[src/rtl/cordic_logarithm_8bit_if.sv]
// Handshake bundle for the CORDIC natural-log unit: the requester drives
// start/w_in, the unit returns busy/done plus the held result.
interface cordic_logarithm_8bit_if #(
    parameter int XY_SZ = 8
);
    logic                    start;
    logic [XY_SZ-1:0]        w_in;
    logic                    busy;
    logic                    done;
    logic signed [31:0]      ln_out;
    logic                    range_err;

    modport master (
        output start, w_in,
        input  busy, done, ln_out, range_err
    );

    modport slave (
        input  start, w_in,
        output busy, done, ln_out, range_err
    );
endinterface

[src/rtl/cordic_logarithm_8bit.sv]
// Iterative hyperbolic-vectoring CORDIC natural logarithm.
// ln(w) = 2*atanh((w-1)/(w+1)): x/y are loaded with w+1 / w-1, y is driven
// to zero one micro-rotation per clock, and the accumulated angle z is doubled.
// Shift schedule 1,2,3,4,4,5..ITERS (the repeat of 4 keeps the hyperbolic
// iteration convergent).
module cordic_logarithm_8bit #(
    parameter int XY_SZ = 8,
    parameter int ITERS = 10
) (
    input  logic                 clk,
    input  logic                 rst_n,
    cordic_logarithm_8bit_if.slave bus
);
    localparam int FRAC = XY_SZ - 3;
    localparam int XW   = XY_SZ + 9;

    // Counter value after the last micro-rotation; seeing it in ROT means
    // the angle is complete and the result can be captured.
    localparam logic [3:0]              CNT_END = 4'(ITERS + 1);
    localparam logic [3:0]              CNT_REP = 4'd4;
    localparam logic signed [XW-1:0]    ONE     = XW'(2 ** FRAC);
    localparam logic [XY_SZ-1:0]        W_MIN   = XY_SZ'(4);
    localparam logic signed [31:0]      LN_ERR  = 32'sh8000_0000;

    typedef enum logic [1:0] {
        IDLE = 2'd0,
        ROT  = 2'd1,
        OUT  = 2'd2
    } state_t;

    state_t                 state_q, state_d;
    logic signed [XW-1:0]   x_q, y_q;
    logic signed [XW-1:0]   xs, ys, w_ext;
    logic signed [31:0]     z_q;
    logic signed [31:0]     ln_q;
    logic [3:0]             cnt_q;
    logic                   rep_q;
    logic                   rerr_q;
    logic                   rerr_out_q;
    logic                   accept, rot_en, finish, busy_c, done_c;

    // atanh(2^-i) in Q3.29, rounded to nearest.
    function automatic logic signed [31:0] atanh_lut(input logic [3:0] i);
        case (i)
            4'd1:    atanh_lut = 32'sd294906491;
            4'd2:    atanh_lut = 32'sd137123709;
            4'd3:    atanh_lut = 32'sd67461703;
            4'd4:    atanh_lut = 32'sd33598225;
            4'd5:    atanh_lut = 32'sd16782681;
            4'd6:    atanh_lut = 32'sd8389291;
            4'd7:    atanh_lut = 32'sd4194389;
            4'd8:    atanh_lut = 32'sd2097163;
            4'd9:    atanh_lut = 32'sd1048577;
            4'd10:   atanh_lut = 32'sd524288;
            4'd11:   atanh_lut = 32'sd262144;
            4'd12:   atanh_lut = 32'sd131072;
            default: atanh_lut = 32'sd0;
        endcase
    endfunction

    // Doubles the half-angle into ln(w); |z| < 1.05 so no saturation is
    // possible. Out-of-range operands return the most negative code.
    function automatic logic signed [31:0] ln_format(input logic signed [31:0] z,
                                                     input logic err);
        ln_format = err ? LN_ERR : (z <<< 1);
    endfunction

    assign w_ext = {{(XW - XY_SZ){1'b0}}, bus.w_in};
    assign xs    = x_q >>> cnt_q;
    assign ys    = y_q >>> cnt_q;

    // State register.
    always_ff @(posedge clk or negedge rst_n) begin
        if (!rst_n) begin
            state_q <= IDLE;
        end else begin
            state_q <= state_d;
        end
    end

    // Next-state and handshake decode; OUT also accepts so a held start
    // re-issues with no idle gap.
    always_comb begin
        state_d = state_q;
        accept  = 1'b0;
        rot_en  = 1'b0;
        finish  = 1'b0;
        busy_c  = 1'b0;
        done_c  = 1'b0;
        case (state_q)
            IDLE: begin
                if (bus.start) begin
                    accept  = 1'b1;
                    state_d = ROT;
                end
            end
            ROT: begin
                busy_c = 1'b1;
                if (cnt_q == CNT_END) begin
                    finish  = 1'b1;
                    state_d = OUT;
                end else begin
                    rot_en = 1'b1;
                end
            end
            OUT: begin
                done_c = 1'b1;
                if (bus.start) begin
                    accept  = 1'b1;
                    state_d = ROT;
                end else begin
                    state_d = IDLE;
                end
            end
            default: state_d = IDLE;
        endcase
    end

    // Operand load and one micro-rotation per clock; both x and y updates
    // use the pre-update values.
    always_ff @(posedge clk or negedge rst_n) begin
        if (!rst_n) begin
            x_q    <= '0;
            y_q    <= '0;
            z_q    <= '0;
            cnt_q  <= '0;
            rep_q  <= 1'b0;
            rerr_q <= 1'b0;
        end else if (accept) begin
            x_q    <= (w_ext + ONE) <<< 6;
            y_q    <= (w_ext - ONE) <<< 6;
            z_q    <= '0;
            cnt_q  <= 4'd1;
            rep_q  <= 1'b0;
            rerr_q <= (bus.w_in < W_MIN);
        end else if (rot_en) begin
            if (!y_q[XW-1]) begin
                x_q <= x_q - ys;
                y_q <= y_q - xs;
                z_q <= z_q + atanh_lut(cnt_q);
            end else begin
                x_q <= x_q + ys;
                y_q <= y_q + xs;
                z_q <= z_q - atanh_lut(cnt_q);
            end
            if (cnt_q == CNT_REP && !rep_q) begin
                rep_q <= 1'b1;
            end else begin
                cnt_q <= cnt_q + 4'd1;
            end
        end
    end

    // Result capture; held until the next completed operation.
    always_ff @(posedge clk or negedge rst_n) begin
        if (!rst_n) begin
            ln_q       <= '0;
            rerr_out_q <= 1'b0;
        end else if (finish) begin
            ln_q       <= ln_format(z_q, rerr_q);
            rerr_out_q <= rerr_q;
        end
    end

    assign bus.busy      = busy_c;
    assign bus.done      = done_c;
    assign bus.ln_out    = ln_q;
    assign bus.range_err = rerr_out_q;
endmodule

[src/flat_wrapper.sv]
// flat-port wrapper written by rule: the top's interface ports become plain ports
module cordic_logarithm_8bit_flat 
#(
    parameter int XY_SZ = 8,
    parameter int ITERS = 10
)
  (clk, rst_n, bus_start, bus_w_in, bus_busy, bus_done, bus_ln_out, bus_range_err);
  cordic_logarithm_8bit_if #(.XY_SZ(XY_SZ)) bus_i ();
  input  logic clk;
  input  logic rst_n;
  input wire logic [$bits(bus_i.start)-1:0] bus_start;
  input wire logic [$bits(bus_i.w_in)-1:0] bus_w_in;
  output wire logic [$bits(bus_i.busy)-1:0] bus_busy;
  output wire logic [$bits(bus_i.done)-1:0] bus_done;
  output wire logic [$bits(bus_i.ln_out)-1:0] bus_ln_out;
  output wire logic [$bits(bus_i.range_err)-1:0] bus_range_err;
  assign bus_i.start = bus_start;
  assign bus_i.w_in = bus_w_in;
  assign bus_busy = bus_i.busy;
  assign bus_done = bus_i.done;
  assign bus_ln_out = bus_i.ln_out;
  assign bus_range_err = bus_i.range_err;
  cordic_logarithm_8bit #(.XY_SZ(XY_SZ), .ITERS(ITERS)) u_core (.clk(clk), .rst_n(rst_n), .bus(bus_i));
endmodule
[config.mk]
export PLATFORM = sky130hd
export DESIGN_NAME = cordic_logarithm_8bit_flat
export DESIGN_NICKNAME = d
export VERILOG_FILES = /design/src/rtl/cordic_logarithm_8bit_if.sv /design/src/rtl/cordic_logarithm_8bit.sv /design/src/flat_wrapper.sv
export SDC_FILE = /design/constraint.sdc
export NUM_CORES = 1
export LEC_CHECK = 0
export CAP_MARGIN = 15
export CELL_PAD_IN_SITES_DETAIL_PLACEMENT = 0
export CELL_PAD_IN_SITES_GLOBAL_PLACEMENT = 1
export CORE_UTILIZATION = 30
export CTS_BUF_LIST = sky130_fd_sc_hd__clkbuf_4 sky130_fd_sc_hd__clkbuf_8
export CTS_CLUSTER_DIAMETER = 100
export CTS_CLUSTER_SIZE = 14
export DETAILED_ROUTE_END_ITERATION = 8
export PLACE_DENSITY = 0.63
export SYNTH_ARGS = -nofsm -noshare
export SYNTH_HDL_FRONTEND = slang
export SYNTH_SLANG_ARGS = --single-unit
[constraint.sdc]
create_clock -name clk -period 8.6 [get_ports clk]
set_input_delay 2.15 -clock clk [delete_from_list [all_inputs] [get_ports clk]]
set_output_delay 2.15 -clock clk [all_outputs]
set_load 0.01 [all_outputs]
==> reports/metrics.yaml, run 1 <==
worst_setup_path_end_kind: "register"
drtAntennaViolNets: 0
synth_edf_count: 0
required_ps: 8920
hold-path-cell-count: 2
dieArea_mm2: 0.0367
cap_violations: 0
insertion_delay_ps: 430
n_fill_cell: 3743
tns_ps: 0
whs_endpoint: "u_core.bus.ln_out[18]$_DFFE_PN0P_"
worstSetupStartpointType: "register"
crit_chain: "buf_4 -> inv_2 -> ha_1 -> o31ai_1 -> o21ai_0 -> nor4_1 -> nor2b_1 -> o211a_1 -> nor2_1 -> xnor2_1 -> ha_1 -> a21oi_1 -> o21bai_1 -> a21o_1 -> a21oi_1 -> o311ai_0 -> a31oi_1 -> mux2i_1 -> nand3_1"
vias: 9684
rows: 69
syn_area_mm2: 0.0108
rsz0062_at_grt: "false"
tightest_slew_ps: 1080
initial_core_util: 0.304
slew_violations: 0
synth-async-reset-ratio: 1.00
fin_area_mm2: 0.0118
grt_max_degree: 61
ys_warn_count: 0
grt_usage: 0.187
dr.pass1.iters: 5
run_status: "finished, final reports clean"
layout_commonest_cell: "nand2_1"
worstHoldStart: "u_core.bus.ln_out[18]$_DFFE_PN0P_"
crit_fanout: 28
syn-num-nets: 1396
reg2reg_depth: 19
coreArea_mm2: 0.0355
hold_buffers: 0
synth-seq-cells: 105
nets: 1391
grt_pass1_vias: 9556
period_needed_ps: 5920
cts_root_buf: "clkbuf_8"
ys.flop_type: "dfrtp_1"
setup-violations-final: 0
max_stage_delay_ps: 660
ioPinCount: 46
worstSetupPathType: "register to register"
diodes: 0
gp_congestion: 0.874
regArea_mm2: 0.00263
syn_avg_cell_area_um2: 8.25
place_hpwl_um: 24900
drt_iter0_drc: 621
cts_sinks: 105
io_buffers: 44
vias_per_cell: 5.48
crit_buf_inv: 2
h-tree-depth: 3
finalHoldViolCount: 0
clockBufferDepth: 2
regToRegStartpoint: "u_core.cnt_q[0]$_DFFE_PN0P_"
wirelength_um: 33700
crit_arrival_ps: 6240
fmax_mhz: 169
die_h_um: 192
multi_input_area_mm2: 0.00762
worst_path_max_delay_cell: "dfrtp_2"
r2r-end: "u_core.z_q[28]$_DFFE_PN0P_"
cts_tree: "done"
cp_top_family: "compound AO/OA/AOI/OAI gates"
antenna_found_initial: 0
postPlaceCellArea_mm2: 0.0116
grt_overflow: 0
clk_pin_slew_worst_paths_ps: 120
syn_inst: 1307
synth.distinct_cells: 87
finalClockSkew_ps: 21.1
mostFrequentLayoutCells: "nand2_1 (163), dfrtp_1 (102), nor2_1 (96)"
drc: 0
chipWidth_um: 192
drive_gt1_frac: 0.0842
r2r_slack_ps: 2680
cts_resized: 0
cts_buffers: 9
grt_pass1_wl_um: 53600
hold_path_class: "register to register"
period_share: 0.688
wl_per_cell_um: 19.1
yosysSeqAreaShare: 0.244
post-cts-setup-buffers: 0
slew_headroom: 0.279
area_growth_pct: 9.10
==> flip-flops by register name, summed over array words and instances (netlist names) <==
register / flops
u_core.y_q: 17
u_core.cnt_q: 4
u_core.bus.ln_out: 31
u_core.state_q: 2
u_core.rerr_q: 1
u_core.bus.range_err: 1
u_core.rep_q: 1
u_core.x_q: 17
u_core.z_q: 31
==> stage by stage <==
step	worst slack [ps]	std cells	hold WS, ps	utilization
after floorplan	3750	1307	464	-
after global placement	2560	1752	448	0.326
after detailed placement	2670	1752	455	0.326
after CTS	2620	1768	484	0.332
after global routing	2060	1768	501	0.332
final	2680	1768	474	0.332
==> cells by family (layout without fill, tap and decap cells) <==
| kind of cell | count (synthesis) | in the layout | synth area share |
|---|---|---|---|
| AO/OA/AOI/OAI | 360 | 360 | 0.219 |
| XOR/XNOR | 91 | 91 | 0.0739 |
| adder cells (fa/ha/maj) | 78 | 78 | 0.0926 |
| buffers and inverters | 128 | 128 | 0.0510 |
| flip-flops | 105 | 105 | 0.244 |
| multiplexers | 81 | 81 | 0.111 |
| other | 1 | 1 | 0.000348 |
| AND/OR/NAND/NOR | 463 | 463 | 0.209 |
==> layer usage <==
metal	vias to the layer above	part of all wire	global-route usage
met5	-	0	0
met4	0	0.035	0.0726
met3	60	0.040	0.0283
met2	256	0.47	0.315
met1	4609	0.46	0.240
li1	4759	-	-
==> worst max path at each step <==
| stage | startpoint | slack (ps) | depth (start not counted) | to |
|---|---|---|---|---|
| global placement | u_core.cnt_q[0]$_DFFE_PN0P_ | 2560 | 19 | u_core.z_q[28]$_DFFE_PN0P_ |
| detailed placement | u_core.cnt_q[0]$_DFFE_PN0P_ | 2670 | 19 | u_core.z_q[28]$_DFFE_PN0P_ |
| floorplan | u_core.cnt_q[1]$_DFFE_PN0P_ | 3750 | 23 | u_core.z_q[29]$_DFFE_PN0P_ |
| global route | u_core.cnt_q[0]$_DFFE_PN0P_ | 2060 | 23 | u_core.z_q[24]$_DFFE_PN0P_ |
| CTS | u_core.cnt_q[0]$_DFFE_PN0P_ | 2620 | 19 | u_core.z_q[28]$_DFFE_PN0P_ |
| finish | u_core.cnt_q[0]$_DFFE_PN0P_ | 2680 | 19 | u_core.z_q[28]$_DFFE_PN0P_ |
==> worst reg2reg max path, cell delays in order (launching register included) <==
cell      delay [ps]
dfrtp_2          660
buf_4            440
inv_2            250
ha_1             460
o31ai_1          350
o21ai_0          250
nor4_1           430
nor2b_1          290
o211a_1          230
nor2_1            90
xnor2_1          310
ha_1             360
a21oi_1          250
o21bai_1         100
a21o_1           200
a21oi_1          230
o311ai_0         300
a31oi_1          320
mux2i_1          210
nand3_1           90
==> layout make-up <==
| cell class | count | area share |
|---|---|---|
| inverter | 52 | 0.0166 |
| sequential | 105 | 0.224 |
| clock buffer | 10 | 0.0112 |
| clock inverter | 6 | 0.00521 |
| timing repair buffer | 60 | 0.0474 |
| multi-input combinational | 1074 | 0.647 |
| tap | 461 | 0.0490 |
==> cell usage after synthesis (28+ instances only) <==
master,count,area share
nor2_1,96,0.033
nand3b_1,32,0.022
ha_1,75,0.087
o21ai_0,86,0.040
xnor2_1,54,0.044
inv_1,51,0.018
clkbuf_1,45,0.016
dfrtp_1,105,0.24
nand3_1,50,0.023
nand2_1,164,0.057
xor2_1,37,0.030
a21oi_1,83,0.039
nor3_1,28,0.013
Power of run 1 is not shown: default switching activity piles up to over one toggle a cycle in this logic, so the estimate is an artifact.
==> inputs of run 2 (changes only) <==
--- a/config.mk
+++ b/config.mk
@@ -13,7 +13,7 @@
 export CTS_CLUSTER_DIAMETER = 100
 export CTS_CLUSTER_SIZE = 14
 export DETAILED_ROUTE_END_ITERATION = 8
-export PLACE_DENSITY = 0.63
+export PLACE_DENSITY = 0.65
 export SYNTH_ARGS = -nofsm -noshare
 export SYNTH_HDL_FRONTEND = slang
 export SYNTH_SLANG_ARGS = --single-unit
==> constraint.sdc (replaced) <==
create_clock -name clk -period 4.9 [get_ports clk]
set_input_delay 1.225 -clock clk [delete_from_list [all_inputs] [get_ports clk]]
set_output_delay 1.225 -clock clk [all_outputs]
set_load 0.01 [all_outputs]
==> reports/metrics.yaml, run 2 (synthesized netlist as in run 1, its figures left out) <==
run_status: "finished, final reports clean"
layout_commonest_cell: "nand2_1"
drtAntennaViolNets: 0
finalClockSkew_ps: 21.8
hold-path-cell-count: 2
slew_violations: 0
grt_pass1_wl_um: 54800
dieArea_mm2: 0.0367
gp_congestion: 0.917
drive_gt1_frac: 0.148
worst_path_max_delay_cell: "mux4_2"
required_ps: 5190
nets: 1463
period_share: 0.956
regToRegStartpoint: "u_core.cnt_q[1]$_DFFE_PN0P_"
mostFrequentLayoutCells: "nand2_1 (163), dfrtp_1 (101), nor2_1 (94)"
area_growth_pct: 16.2
reg2reg_depth: 21
r2r_slack_ps: 220
cts_sinks: 105
insertion_delay_ps: 430
ioPinCount: 46
worst_setup_path_end_kind: "register"
drt_iter0_drc: 571
cts_buffers: 9
tightest_slew_ps: 987
finalHoldViolCount: 0
wirelength_um: 34600
rows: 69
clk_pin_slew_worst_paths_ps: 130
place_hpwl_um: 26000
dr.pass1.iters: 5
crit_chain: "mux2_2 -> mux4_2 -> nor2_1 -> a31oi_1 -> inv_1 -> ha_1 -> nand2_1 -> o32ai_1 -> nor2b_4 -> nand2_1 -> xnor2_1 -> a21oi_1 -> ha_1 -> a21o_1 -> a21o_1 -> a21oi_1 -> inv_1 -> a31oi_1 -> o311ai_0 -> xnor2_1 -> o21ai_0"
postPlaceCellArea_mm2: 0.0121
placed_cells: 1814
fmax_mhz: 214
period_needed_ps: 4680
grt_pass1_vias: 9803
worstHoldStart: "u_core.bus.ln_out[13]$_DFFE_PN0P_"
die_h_um: 192
cts_root_buf: "clkbuf_8"
fin_cells: 1840
worst_slack_ps: 217
grt_max_degree: 106
antenna_found_initial: 0
crit_arrival_ps: 4980
max_stage_delay_ps: 530
fin_area_mm2: 0.0125
coreArea_mm2: 0.0355
r2r-end: "u_core.x_q[15]$_DFFE_PN0P_"
slew_headroom: 0.342
grt_usage: 0.193
vias_per_cell: 5.43
initial_core_util: 0.304
drc: 0
vias: 9985
n_fill_cell: 3736
h-tree-depth: 3
clockBufferDepth: 2
io_buffers: 44
cts_tree: "done"
diodes: 0
worstSetupPathType: "register to register"
place_ws_ps: -26.2
worstSetupStartpointType: "register"
chipWidth_um: 192
crit_fanout: 7
wl_per_cell_um: 18.8
hold_path_class: "register to register"
setup-violations-final: 0
grt_overflow: 0
whs_endpoint: "u_core.bus.ln_out[13]$_DFFE_PN0P_"
cap_violations: 0
-- run 2: layout make-up --
type	count	area (µm²)	share of cell area
multi-input combinational	1074	7770	0.619
sequential	105	2630	0.210
timing repair buffer	132	1170	0.0935
tap	461	577	0.0460
inverter	52	195	0.0156
clock buffer	10	131	0.0105
clock inverter	6	62.6	0.00499
-- run 2: what timing repair did --
action / 4_1_cts / 5_1_grt
hold buffers: 0 / 0
hold endpoints to repair: 0 / 0
pin swaps: 0 / 7
setup endpoints to repair: 3 / 22
buffers inserted: 1 / 7
cloned: 0 / 1
gates resized for setup: 2 / 37
-- run 2: stage by stage --
stage                     hold slack, ps  utilization  TNS [ps]
final                                474        0.353         0
after floorplan                      464            -         0
after CTS                            483        0.346         0
after detailed placement             455        0.340     -26.2
after global placement               448        0.340         0
after global routing                 505        0.353     -26.0
-- run 2: critical path: cells and delay by family (launching register included) --
kind	cells	cell delay [ps]
and+or+nand+nor	4	530
AOI/OAI and AO/OA	9	1650
DFF	1	490
muxes	2	890
buffers and inverters	2	180
adders and majority gates	2	490
xor gates and xnor gates	2	300
-- run 2: how the worst max path moves through the flow --
| stage | startpoint | to | slack [ps] |
|---|---|---|---|
| finish | u_core.cnt_q[1]$_DFFE_PN0P_ | u_core.x_q[15]$_DFFE_PN0P_ | 220 |
| global route | u_core.cnt_q[1]$_DFFE_PN0P_ | u_core.x_q[15]$_DFFE_PN0P_ | -20 |
| CTS | u_core.cnt_q[1]$_DFFE_PN0P_ | u_core.z_q[28]$_DFFE_PN0P_ | 7 |
| detailed placement | u_core.cnt_q[1]$_DFFE_PN0P_ | u_core.z_q[28]$_DFFE_PN0P_ | -30 |
| global placement | u_core.cnt_q[1]$_DFFE_PN0P_ | u_core.z_q[28]$_DFFE_PN0P_ | 30 |
| floorplan | u_core.cnt_q[1]$_DFFE_PN0P_ | u_core.z_q[29]$_DFFE_PN0P_ | 50 |
-- run 2: per-layer routing --
metal / share of wire / global-route usage / vias up
met2: 0.48 / 0.327 / 258
met5: 0 / 0 / -
met1: 0.45 / 0.244 / 4785
met4: 0.032 / 0.0690 / 0
li1: - / - / 4892
met3: 0.046 / 0.0323 / 50
Power of run 2 is left out for the same reason.
